**src/rtl/ring_peak.sv**
```systemverilog
// ---------------------------------------------------------------------------
// ring_peak -- windowed peak-magnitude detector for a signed ADC stream.
//
// Accepted samples are folded into a running peak of |sample|. Once the
// number of accepted samples reaches the window length latched at the
// window's first sample, the peak is published on ph_ring with a one-cycle
// ph_vld pulse. The next window starts on the very next sample.
//
// Pipeline: acceptance (cycle 0) -> registered magnitude (cycle 1) ->
// peak fold / publish (cycle 2).
//
// Optional feature (macro RING_OFS_EN):
//   defined   : mag = |adc_dat - cfg_ring_ofs| computed in 17 bits,
//               saturated to 65535
//   undefined : mag = |adc_dat| and cfg_ring_ofs is ignored
//
// Ports:
//   clk_sys      in   1  system clock, rising edge
//   rst_n        in   1  synchronous active-low reset
//   adc_dat      in  16  signed ADC sample
//   adc_vld      in   1  adc_dat qualifier
//   cfg_ring_en  in   1  window engine enable (level)
//   cfg_win      in  16  samples per window (0 behaves as 1)
//   cfg_ring_ofs in  16  signed DC offset (RING_OFS_EN only)
//   ph_ring      out 16  peak magnitude of the last completed window
//   ph_vld       out  1  one-cycle pulse qualifying a new ph_ring
//   stu_win_cnt  out 16  completed-window count, wraps
// ---------------------------------------------------------------------------
module ring_peak (
    input  logic        clk_sys,
    input  logic        rst_n,
    input  logic [15:0] adc_dat,
    input  logic        adc_vld,
    input  logic        cfg_ring_en,
    input  logic [15:0] cfg_win,
    input  logic [15:0] cfg_ring_ofs,
    output logic [15:0] ph_ring,
    output logic        ph_vld,
    output logic [15:0] stu_win_cnt
);

    localparam logic [0:0] IDLE = 1'b0;
    localparam logic [0:0] RUN  = 1'b1;

    logic [0:0]  state;
    logic [0:0]  state_next;
    logic [15:0] smp_cnt;      // samples accepted in the current window
    logic [15:0] win_len;      // window length latched at first sample
    logic [15:0] peak;         // running peak of the current window
    logic [15:0] mag_q;        // registered magnitude stage
    logic        mag_vld_q;
    logic        mag_last_q;   // stage holds the window's final sample

    logic        accept;
    logic        discard;
    logic [15:0] cfg_win_eff;
    logic [15:0] win_eff;
    logic [16:0] cnt_inc;
    logic        win_done;
    logic [15:0] mag_d;
    logic [15:0] peak_next;
    logic        publish;

    // NOTE: every signal driven here gets a value on every path, so no latch
    // can be inferred.
    always_comb begin
        state_next = state;
        case (state)
            IDLE:    if (cfg_ring_en)  state_next = RUN;
            RUN:     if (!cfg_ring_en) state_next = IDLE;
            default: state_next = IDLE;
        endcase

        // A sample is never taken on the cycle the enable is seen low, so a
        // dropped enable cannot smuggle one more sample into a dead window.
        accept      = (state == RUN) && cfg_ring_en && adc_vld;
        discard     = (state == RUN) && !cfg_ring_en;

        cfg_win_eff = (cfg_win == 16'd0) ? 16'd1 : cfg_win;
        // The first sample of a window uses the live configuration; later
        // samples compare against the value latched with that first sample.
        win_eff     = (smp_cnt == 16'd0) ? cfg_win_eff : win_len;
        cnt_inc     = {1'b0, smp_cnt} + 17'd1;
        win_done    = (cnt_inc == {1'b0, win_eff});

        peak_next   = (mag_q > peak) ? mag_q : peak;
        publish     = mag_vld_q && mag_last_q;
    end

`ifdef RING_OFS_EN
    logic [16:0] diff;
    logic [16:0] diff_abs;

    always_comb begin
        diff     = {adc_dat[15], adc_dat} - {cfg_ring_ofs[15], cfg_ring_ofs};
        diff_abs = diff[16] ? (17'd0 - diff) : diff;
        mag_d    = diff_abs[16] ? 16'hFFFF : diff_abs[15:0];
    end
`else
    logic unused_ofs;
    assign unused_ofs = ^cfg_ring_ofs;

    // Negating 0x8000 in 16 bits yields 0x8000, read unsigned as 32768.
    always_comb begin
        mag_d = adc_dat[15] ? (16'd0 - adc_dat) : adc_dat;
    end
`endif

    // NOTE: sequential state uses non-blocking assignments so every register
    // samples pre-edge values and the pipeline stages advance together.
    always_ff @(posedge clk_sys) begin
        if (!rst_n) begin
            state       <= IDLE;
            smp_cnt     <= 16'd0;
            win_len     <= 16'd0;
            peak        <= 16'd0;
            mag_q       <= 16'd0;
            mag_vld_q   <= 1'b0;
            mag_last_q  <= 1'b0;
            ph_ring     <= 16'd0;
            ph_vld      <= 1'b0;
            stu_win_cnt <= 16'd0;
        end else begin
            state <= state_next;

            // Acceptance and magnitude stage.
            mag_vld_q  <= accept;
            mag_last_q <= accept && win_done;
            if (accept) begin
                mag_q <= mag_d;
            end

            if (discard) begin
                smp_cnt <= 16'd0;
            end else if (accept) begin
                if (smp_cnt == 16'd0) begin
                    win_len <= cfg_win_eff;
                end
                smp_cnt <= win_done ? 16'd0 : cnt_inc[15:0];
            end

            // Peak fold and publish. A completed window still drains after
            // the enable drops; only partial windows are thrown away.
            ph_vld <= publish;
            if (publish) begin
                ph_ring     <= peak_next;
                stu_win_cnt <= stu_win_cnt + 16'd1;
            end

            if (discard || publish) begin
                peak <= 16'd0;
            end else if (mag_vld_q) begin
                peak <= peak_next;
            end
        end
    end

endmodule

```
**config.mk**
```make
export PLATFORM = sky130hd
export DESIGN_NAME = ring_peak
export DESIGN_NICKNAME = d
export VERILOG_FILES = /design/src/rtl/ring_peak.sv
export SDC_FILE = /design/constraint.sdc
export NUM_CORES = 1
export LEC_CHECK = 0
export ABC_CLOCK_PERIOD_IN_PS = 4100
export CORE_ASPECT_RATIO = 2
export CORE_MARGIN = 4
export CORE_UTILIZATION = 42
export CTS_BUF_LIST = sky130_fd_sc_hd__clkbuf_2
export DETAILED_ROUTE_END_ITERATION = 12
export HOLD_SLACK_MARGIN = 0.08
export REMOVE_ABC_BUFFERS = 1
export SETUP_SLACK_MARGIN = 0.5
export SYNTH_ARGS = -nofsm -noshare
export SYNTH_HDL_FRONTEND = slang
export SYNTH_SLANG_ARGS = --single-unit
```
**constraint.sdc**
```tcl
create_clock -name clk_sys -period 4.1 [get_ports clk_sys]
set_clock_uncertainty 0.15 [all_clocks]
set_input_delay 0.82 -clock clk_sys [delete_from_list [all_inputs] [get_ports clk_sys]]
set_output_delay 0.82 -clock clk_sys [all_outputs]
set_load 0.02 [all_outputs]
```
==> flow_summary.ini <==
[layout]
fin_util = 0.500
regArea_mm2 = 0.00200
fillers = 1291
stdcell_count = 849
multiInputGateArea_mm2 = 0.00315
fin_area_mm2 = 0.00631
drive_gt1_frac = 0.0573
nets = 765
areaGrowthSynthToFinish_pct = 16.8

[route]
num_vias = 4482
wirelength_um = 12600
route.detailed.drc = 0
ant_nets = 0
routed_via_density = 5.28
firstDrtPassIters = 4
wl_per_cell_um = 14.8
drtIter0Drc = 127

[logic_synthesis]
async_reset_ff_frac = 0
yosysMostFrequentCell = nand2_1
synth.distinct_cells = 51
yosys_warnings = 0
yosysSeqAreaShare = 0.370
ys.flop_type = dfxtp_1
synthTopCellsByArea = dfxtp_1 37%, mux2i_1 8.3%, nand2_1 8.3%, xnor2_1 5.3%, ha_1 4.6%
ys_ff_latch = 100
yosys-top-cells-count = 119 x nand2_1, 100 x dfxtp_1, 45 x mux2i_1, 45 x o21ai_0, 33 x xnor2_1
syn_area_mm2 = 0.00540
yosysTopAreaCellShare = 0.370
synth_edf_count = 0
syn_inst = 636
postSynthAreaPerCell_um2 = 8.50
synth_top_cell_by_area = dfxtp_1

[place]
place.gp.congestion = 0.896
place_inst = 832
detailed_place_hpwl_um = 9560
port_buffers = 68
place_ws_ns = 0.380
dpl_cell_area_mm2 = 0.00620

[pwr]
p_per_area_mw_per_mm2 = 267
power.leakage_uw = 0.00249
peakVddDrop_mv = 0.141

[sta]
slew-limit-headroom = 0.609
max_freq_mhz = 299
rsz0062_at_grt = no
final.setup.worst_slack_ns = 0.754
tightest_slew_ns = 0.587
period_minus_slack_ns = 3.35
drv_slew = 0
tns_ns = 0
hold_viol = 0
setup_violations = 0
finalCritPeriodShare = 0.816

[worst_hold_path]
hp-class = flip-flop to flip-flop
holdPathStages = 2
min_to = win_len[9]
hp-start = win_len[9]

[grt]
overflow = 0
grt_pass1_vias = 4465
grt_max_degree = 68
antenna_found_initial = 1
grt_pass1_wl_um = 20900
grt.total_usage = 0.177

[critical_path]
endpoint_kind = flip-flop
timing.rr.start = smp_cnt[0]
cp_max_fo = 12
timing.rr.end = smp_cnt[15]
rrSetupSlack_ns = 0.75
cp.required_ns = 4.42
cpLargestDelayFamily = simple AND/OR/NAND/NOR gates
path_cells = inv_1 > ha_1 > nor4b_4 > nand4_1 > buf_4 > mux2i_1 > xor2_1 > or4_4 > nor4_4 > nand3_2 > nand2_1 > o22ai_1
slowest_delay_ns = 0.55
crit_buf_inv = 2
ff2ff_path_depth = 12
arrival_ns = 3.67
cpMaxStageDelayCell = or4_4
path_class = flip-flop to flip-flop
startpoint_type = flip-flop

[floorplan]
std_cell_rows = 58
fp.dieW_um = 88.2
pin_count = 85
core_mm2 = 0.0126
initial_core_util = 0.428
die_area_mm2 = 0.0149
die_h_um = 168

[cts]
post_cts_buffers = 0
cts_resized = 0
cts_sinks = 100
htree_levels = 3
cts_tree = done
clk_pin_slew_ns = 0.26
cts_hold_buf = 0
cts_buffers = 9
root_buffer = clkbuf_2
insertion_delay_ns = 0.56
cts_buffer_depth = 2

[status]
outcome = completed

[run]
drv_cap = 0
==> per-layer routing <==
metal  share of wire  track usage
met1            0.37        0.177
met2            0.58        0.353
met3           0.026       0.0284
met4           0.019       0.0539
met5               0            0
==> worst min-delay path: stages (launching register included) <==
cell and delay, ns:
dfxtp_1 0.37, nand2_1 0.05, a21boi_0 0.06
==> cells in the final DEF, fill, tap and decap left out, drive strengths merged, types with 13 or more instances in the layout <==
cell type      count
dfxtp            100
and2              21
clkdlybuf4s50     67
buf               13
o21ai             46
xor2              23
a21oi             23
nand4             14
nand2            119
nand3             17
inv               23
xnor2             33
mux2i             46
ha                20
a21boi            19
==> cell families after synthesis <==
kind of cell | Yosys count | share of synthesized area
AO/OA/AOI/OAI | 116 | 0.136
AND/OR/NAND/NOR | 240 | 0.222
multiplexers | 46 | 0.0875
adder cells (fa/ha/maj) | 20 | 0.0463
XOR/XNOR | 56 | 0.0908
flip-flops | 100 | 0.370
buffers and inverters | 58 | 0.0465
==> how the worst max path moves through the flow <==
| stage | startpoint | end | slack, ns | cells after the start |
|---|---|---|---|---|
| after floorplan | smp_cnt[0] | smp_cnt[15] | 0.55 | 11 |
| after global placement | adc_dat[0] | mag_q[13] | 0.40 | 9 |
| after detailed placement | adc_dat[0] | mag_q[13] | 0.38 | 9 |
| after CTS | smp_cnt[0] | smp_cnt[15] | 0.73 | 12 |
| after global routing | smp_cnt[0] | smp_cnt[5] | 0.56 | 12 |
| final | smp_cnt[0] | smp_cnt[15] | 0.75 | 12 |
==> stage by stage <==
stage               power, µW  hold WS (ns)
global placement         1230         0.302
detailed placement       1240         0.310
floorplan                1140         0.293
finish                   1690         0.336
CTS                      1720         0.337
global route             1770         0.360
==> area by class of cell <==
| type | count | area share |
|---|---|---|
| multi-input combinational | 478 | 0.499 |
| sequential | 100 | 0.317 |
| timing repair buffer | 80 | 0.121 |
| tap | 150 | 0.0297 |
| inverter | 24 | 0.0143 |
| clock inverter | 6 | 0.0103 |
| clock buffer | 10 | 0.00793 |
| antenna | 1 | 0.000396 |
==> flip-flops by register name, summed over array words and instances (netlist names) <==
name         count
mag_q           16
peak            16
ph_ring         16
smp_cnt         16
stu_win_cnt     16
win_len         16
mag_last_q       1
mag_vld_q        1
ph_vld           1
state            1
==> power breakdown <==
group | switching, µW | total [µW] | internal, µW
clock network | 330 | 471 | 141
logic | 114 | 222 | 108
registers | 7.90 | 992 | 985
total | 452 | 1690 | 1230
No activity file was read; power rests on OpenSTA's default activity.
